## src/rtl/mips_pkg.sv

```systemverilog
// Shared MIPS instruction-format definitions: format encodings, field positions,
// opcode constants and the writer FSM state type.
package mips_pkg;

  typedef enum logic [1:0] {
    FMT_R = 2'd0,
    FMT_I = 2'd1,
    FMT_J = 2'd2,
    FMT_X = 2'd3
  } fmt_e;

  typedef enum logic [2:0] {
    ST_IDLE   = 3'd0,
    ST_ACCEPT = 3'd1,
    ST_WRITE  = 3'd2,
    ST_CHECK  = 3'd3,
    ST_DONE   = 3'd4,
    ST_ERROR  = 3'd5
  } wr_state_e;

  localparam int OP_MSB    = 31;
  localparam int OP_LSB    = 26;
  localparam int RS_MSB    = 25;
  localparam int RS_LSB    = 21;
  localparam int RT_MSB    = 20;
  localparam int RT_LSB    = 16;
  localparam int RD_MSB    = 15;
  localparam int RD_LSB    = 11;
  localparam int SHAMT_MSB = 10;
  localparam int SHAMT_LSB = 6;
  localparam int FUNC_MSB  = 5;
  localparam int FUNC_LSB  = 0;
  localparam int IMME_MSB  = 15;
  localparam int ADDR_MSB  = 25;

  localparam logic [5:0] OP_SPECIAL = 6'h00;
  localparam logic [5:0] OP_J       = 6'h02;
  localparam logic [5:0] OP_ORI     = 6'h0d;
  localparam logic [5:0] FN_ADDU    = 6'h21;

  // The only format code with no word layout is FMT_X.
  function automatic logic fmt_legal(input logic [1:0] fmt);
    return (fmt != FMT_X);
  endfunction

endpackage

```

## src/rtl/instr_pack.sv

```systemverilog
// Combinational packer: instruction fields plus format code -> 32-bit MIPS word.
// Fields not belonging to the selected format are ignored; an illegal format yields zero.
module instr_pack
  import mips_pkg::*;
(
  input  logic [1:0]  fmt,
  input  logic [5:0]  op,
  input  logic [4:0]  rs,
  input  logic [4:0]  rt,
  input  logic [4:0]  rd,
  input  logic [4:0]  shamt,
  input  logic [5:0]  func,
  input  logic [15:0] imme,
  input  logic [25:0] addr,
  output logic [31:0] word
);

  // Place each field of the selected format at its architectural bit position.
  always_comb begin
    word = 32'h0000_0000;
    case (fmt)
      FMT_R: begin
        word[OP_MSB:OP_LSB]       = op;
        word[RS_MSB:RS_LSB]       = rs;
        word[RT_MSB:RT_LSB]       = rt;
        word[RD_MSB:RD_LSB]       = rd;
        word[SHAMT_MSB:SHAMT_LSB] = shamt;
        word[FUNC_MSB:FUNC_LSB]   = func;
      end
      FMT_I: begin
        word[OP_MSB:OP_LSB] = op;
        word[RS_MSB:RS_LSB] = rs;
        word[RT_MSB:RT_LSB] = rt;
        word[IMME_MSB:0]    = imme;
      end
      FMT_J: begin
        word[OP_MSB:OP_LSB] = op;
        word[ADDR_MSB:0]    = addr;
      end
      default: word = 32'h0000_0000;
    endcase
  end

endmodule

```

## src/rtl/im_writer.sv

```systemverilog
// Instruction-memory write side: accepts field-level instructions, writes packed words
// to consecutive word indices and reads each back to verify it before accepting the next.
module im_writer
  import mips_pkg::*;
#(
  parameter int ADDR_W = 11,
  parameter int BASE   = 0
) (
  input  logic              clk,
  input  logic              reset,
  input  logic              start,
  input  logic              in_valid,
  output logic              in_ready,
  input  logic [1:0]        in_fmt,
  input  logic [5:0]        in_op,
  input  logic [4:0]        in_rs,
  input  logic [4:0]        in_rt,
  input  logic [4:0]        in_rd,
  input  logic [4:0]        in_shamt,
  input  logic [5:0]        in_func,
  input  logic [15:0]       in_imme,
  input  logic [25:0]       in_addr,
  input  logic              in_last,
  output logic              im_we,
  output logic [ADDR_W-1:0] im_waddr,
  output logic [31:0]       im_wdata,
  output logic [ADDR_W-1:0] im_raddr,
  input  logic [31:0]       im_rdata,
  output logic [ADDR_W:0]   count,
  output logic              done,
  output logic              err_fmt,
  output logic              err_ovf,
  output logic              err_cmp
);

  localparam logic [ADDR_W-1:0] BASE_IDX = ADDR_W'(BASE);
  localparam logic [ADDR_W-1:0] LAST_IDX = {ADDR_W{1'b1}};

  wr_state_e         state_r, next_state_s;
  logic [ADDR_W-1:0] ptr_r, raddr_r;
  logic [ADDR_W:0]   count_r;
  logic [31:0]       wdata_r, packed_s;
  logic              we_r, ready_r, done_r, last_r, full_r;
  logic              err_fmt_r, err_ovf_r, err_cmp_r;
  logic              hs_s, we_s, ready_s, done_s;

  instr_pack u_pack (
    .fmt   (in_fmt),
    .op    (in_op),
    .rs    (in_rs),
    .rt    (in_rt),
    .rd    (in_rd),
    .shamt (in_shamt),
    .func  (in_func),
    .imme  (in_imme),
    .addr  (in_addr),
    .word  (packed_s)
  );

  assign hs_s = in_valid & ready_r & (state_r == ST_ACCEPT);

  // State register.
  always_ff @(posedge clk or negedge reset) begin
    if (!reset) begin
      state_r <= ST_IDLE;
    end else begin
      state_r <= next_state_s;
    end
  end

  // Next-state logic; start overrides everything, including a pending handshake.
  always_comb begin
    next_state_s = state_r;
    if (start) begin
      next_state_s = ST_ACCEPT;
    end else begin
      case (state_r)
        ST_IDLE:   next_state_s = ST_IDLE;
        ST_ACCEPT: begin
          if (hs_s) begin
            // full_r means the last slot already holds a word: no room for this one
            if (!fmt_legal(in_fmt) || full_r) begin
              next_state_s = ST_ERROR;
            end else begin
              next_state_s = ST_WRITE;
            end
          end else begin
            next_state_s = ST_ACCEPT;
          end
        end
        ST_WRITE:  next_state_s = ST_CHECK;
        ST_CHECK:  next_state_s = last_r ? ST_DONE : ST_ACCEPT;
        ST_DONE:   next_state_s = ST_DONE;
        ST_ERROR:  next_state_s = ST_ERROR;
        default:   next_state_s = ST_IDLE;
      endcase
    end
  end

  // Next values of the registered handshake/strobe outputs.
  always_comb begin
    ready_s = 1'b0;
    we_s    = 1'b0;
    done_s  = 1'b0;
    if (next_state_s == ST_ACCEPT) begin
      ready_s = 1'b1;
    end else begin
      ready_s = 1'b0;
    end
    if (hs_s && (next_state_s == ST_WRITE)) begin
      we_s = 1'b1;
    end else begin
      we_s = 1'b0;
    end
    if (next_state_s == ST_DONE) begin
      done_s = 1'b1;
    end else begin
      done_s = 1'b0;
    end
  end

  // Output, pointer, counter and sticky flag registers.
  always_ff @(posedge clk or negedge reset) begin
    if (!reset) begin
      ready_r   <= 1'b0;
      we_r      <= 1'b0;
      ptr_r     <= BASE_IDX;
      raddr_r   <= BASE_IDX;
      wdata_r   <= 32'h0000_0000;
      count_r   <= '0;
      done_r    <= 1'b0;
      last_r    <= 1'b0;
      full_r    <= 1'b0;
      err_fmt_r <= 1'b0;
      err_ovf_r <= 1'b0;
      err_cmp_r <= 1'b0;
    end else begin
      ready_r <= ready_s;
      we_r    <= we_s;
      if (start) begin
        ptr_r     <= BASE_IDX;
        raddr_r   <= BASE_IDX;
        count_r   <= '0;
        done_r    <= 1'b0;
        last_r    <= 1'b0;
        full_r    <= 1'b0;
        err_fmt_r <= 1'b0;
        err_ovf_r <= 1'b0;
        err_cmp_r <= 1'b0;
      end else begin
        done_r <= done_r | done_s;
        if (we_s) begin
          wdata_r <= packed_s;
          last_r  <= in_last;
        end
        if (hs_s && !fmt_legal(in_fmt)) begin
          err_fmt_r <= 1'b1;
        end
        if (hs_s && fmt_legal(in_fmt) && full_r) begin
          err_ovf_r <= 1'b1;
        end
        if (state_r == ST_WRITE) begin
          raddr_r <= ptr_r;
        end
        if (state_r == ST_CHECK) begin
          if (im_rdata != wdata_r) begin
            err_cmp_r <= 1'b1;
          end
          count_r <= count_r + (ADDR_W+1)'(1);
          // the pointer parks on the last index instead of wrapping
          if (ptr_r == LAST_IDX) begin
            full_r <= 1'b1;
          end else begin
            ptr_r <= ptr_r + ADDR_W'(1);
          end
        end
      end
    end
  end

  assign in_ready = ready_r;
  assign im_we    = we_r;
  assign im_waddr = ptr_r;
  assign im_wdata = wdata_r;
  assign im_raddr = raddr_r;
  assign count    = count_r;
  assign done     = done_r;
  assign err_fmt  = err_fmt_r;
  assign err_ovf  = err_ovf_r;
  assign err_cmp  = err_cmp_r;

endmodule

```

## config.mk

```make
export PLATFORM = sky130hd
export DESIGN_NAME = im_writer
export DESIGN_NICKNAME = d
export VERILOG_FILES = /design/src/rtl/mips_pkg.sv /design/src/rtl/instr_pack.sv /design/src/rtl/im_writer.sv
export SDC_FILE = /design/constraint.sdc
export NUM_CORES = 1
export LEC_CHECK = 0
export ABC_AREA = 1
export BUFFER_PORTS_ARGS = -buffer_cell sky130_fd_sc_hd__clkbuf_2
export CORE_UTILIZATION = 44
export CTS_CLUSTER_DIAMETER = 60
export DETAILED_ROUTE_END_ITERATION = 7
export PLACE_DENSITY = 0.82
export SLEW_MARGIN = 15
export SYNTH_ARGS = -nofsm -noshare
export SYNTH_HDL_FRONTEND = slang
export SYNTH_SLANG_ARGS = --single-unit
```

## constraint.sdc

```tcl
create_clock -name clk -period 4.4 [get_ports clk]
set_input_delay 0.22 -clock clk [delete_from_list [all_inputs] [get_ports clk]]
set_output_delay 0.22 -clock clk [all_outputs]
set_load 0.005 [all_outputs]
```

==> run_results.csv <==
group,metric,value,unit
cells_and_area,syn_to_final_growth,28.9,%
critical_path,cp.buffers_inverters,0,
synth,synth-warning-count,0,
synth,synth_top_cell_area_share,44.8,%
clock_tree,cts_setup_buffers,0,
sta,tns,0,ns
critical_path,crit_type,"flip-flop to flip-flop",
place,port_buffers,184,
power_and_ir_drop,peakVddDrop,183,uV
critical_path,crit_required,4.62,ns
clock_tree,cts_buffer_depth,2,
clock_tree,clk_pin_slew,0.08,ns
power_and_ir_drop,power_leakage,2.90,nW
cells_and_area,drive_above_1_share,32.0,%
detailed_routing,drt_iter0_markers,210,
cells_and_area,nets,833,
floorplan,coreArea,9370,sq um
detailed_routing,ant_nets,0,
synth,netlist_instances,537,
sta,grt_setup_unrepaired,"false",
grt,grt_pass1_wl,19900,um
place,placed_area,5310,sq um
sta,setup_viol,0,
floorplan,dieHeight,101,um
clock_tree,clkSinkCount,77,
clock_tree,cts_tree,"yes",
place,gp_congestion,0.977,
critical_path,cp.arrival,2.65,ns
detailed_routing,vias,4355,
critical_path,cp_slowest_cell,"dfrtp_1",
cells_and_area,layout_commonest_cell,"clkbuf_2",
synth,yosysTopAreaCell,"dfrtp_1",
cells_and_area,mostFrequentLayoutCells,"clkbuf_2 (183), nand2_1 (140), dfrtp_1 (77), inv_1 (62), nor2_1 (44)",
floorplan,rows,35,
place,place_hpwl,9510,um
cells_and_area,fill_cells,871,
cells_and_area,fin_util,59.2,%
critical_path,path_common_cell,"nand2_1",
detailed_routing,wl_per_cell,14.6,um
detailed_routing,drc,0,
clock_tree,insertion_delay,0.35,ns
critical_path,crit_chain,"nor2_4, nand2_1, nand2_1, nand2_1, nor2_4, nand2_4, nand2_1, o21ai_2",
grt,grt_antenna_before_repair,0,
critical_path,cp-start-kind,"flip-flop",
floorplan,die-area,10200,sq um
floorplan,initial_utilization,45.9,%
clock_tree,htreeDepth,3,
detailed_routing,wl,12400,um
synth,synthDistinctLibCells,34,
synth,ys.flop_type,"dfrtp_1",
synth,ys_top_cells_by_area,"dfrtp_1 (45%), nand2_1 (12%), inv_1 (5.4%)",
floorplan,io_pins,185,
clock_tree,cts_root_buf,"clkbuf_8",
clock_tree,cts_resized,0,
synth,synth_edf_count,0,
synth,async_flop_share,100,%
detailed_routing,first_pass_iters,5,
grt,grt_pass1_vias,4229,
critical_path,max_stage_delay,0.44,ns
job,cap_violations,0,
grt,grt_util_all_layers,25.4,%
critical_path,endpoint_kind,"flip-flop",
sta,final_max_slew_viol_count,0,
critical_path,path_max_fanout,55,
run_status,run_status,"completed",
sta,min_period,2.43,ns
grt,grt_start_max_net_pins,78,
critical_path,critical_path.top_delay_family,"simple AND/OR/NAND/NOR gates",
clock_tree,postCtsHoldBufs,0,
synth,synth_seq_cells,77,
power_and_ir_drop,power,2.15,mW
floorplan,die_w,101,um
clock_tree,cts_buffers,9,
sta,tightest_slew,1.07,ns
sta,period_share,55.2,%
sta,hold_violations,0,
synth,synth_area_per_cell,8.02,sq um
synth,syn_nets,653,
power_and_ir_drop,power_density,388,nW/um^2
sta,finalClockSkew,0.0113,ns
cells_and_area,fin_area,5550,sq um
cells_and_area,antennaDiodeCount,0,
sta,maxSlewHeadroom,28.2,%
worst_hold_path,min_path_type,"input port to asynchronous set/reset pin",
sta,fmaxAchievable,411,MHz
synth,ys_seq_area_share,44.8,%
grt,overflow,0,
detailed_routing,vias_per_cell,5.12,
synth,syn_area,4310,sq um
[cells by family after synthesis]
kind of cell	after synthesis	synth area share (%)
adders and majority gates	3	0.872
and+or+nand+nor	244	24.2
xor gates and xnor gates	24	4.88
AOI/OAI and AO/OA	109	17.6
buffers and inverters	80	7.73
DFF	77	44.8
[layer usage]
| metal | share of wire, % | GRT usage [%] |
|---|---|---|
| met5 | 0 | 0 |
| met4 | 1.8 | 9.48 |
| met3 | 5.2 | 3.95 |
| met2 | 49 | 43.4 |
| met1 | 44 | 32.6 |
[area by class of cell]
cell class	count	area (sq um)	share of cell area [%]
multi-input combinational	380	2050	36.9
sequential	77	1930	34.7
tap	129	161	2.91
inverter	63	236	4.26
clock buffer	10	128	2.30
clock inverter	6	111	2.01
timing repair buffer	186	938	16.9
[path summary, 6_finish.rpt]
kind                       slack (ns)           end  depth (start not counted)  startpoint
min reg2reg                      0.50       err_fmt                          1     err_fmt
max                              1.97   im_wdata[5]                          8  state_r[2]
max reg2reg                      1.97   im_wdata[5]                          8  state_r[2]
min                             0.005      count[6]                          1       reset
min in group clk                 0.10  im_wdata[30]                          3    in_op[4]
max in group asynchronous        3.75    state_r[2]                          1       reset
[cell usage after synthesis, types with 5 or more instances]
cell,n
nand2_1,140
dfrtp_1,77
inv_1,62
nor2_1,44
nand3_1,38
a21oi_1,23
o21ai_0,23
xnor2_1,23
o21ai_2,22
a22o_1,17
a221oi_1,9
clkbuf_1,9
nor3_1,9
nand4_1,5
o21a_1,5
[sequential cells by signal, summed over array words and instances (netlist names)]
signal	cells
im_raddr	11
state_r	3
im_we	1
last_r	1
im_wdata	32
full_r	1
err_cmp	1
err_fmt	1
count	12
in_ready	1
im_waddr	11
err_ovf	1
done	1
[through the flow]
step                hold WS (ns)  worst slack [ns]  cells
global route               0.105              1.71    851
global placement           0.417              2.14    835
floorplan                -0.0756              2.78    537
detailed placement         0.439              1.98    835
CTS                       0.0511              1.96    851
finish                   0.00453              1.97    851
[where the power goes]
group	total (mW)	leakage, nW	internal [mW]	switching [mW]
combinational	0.592	1.74	0.270	0.322
clock	0.637	0.116	0.377	0.260
sequential	0.925	1.05	0.811	0.114
total	2.15	2.90	1.46	0.696
No activity file was read; power rests on OpenSTA's default activity.
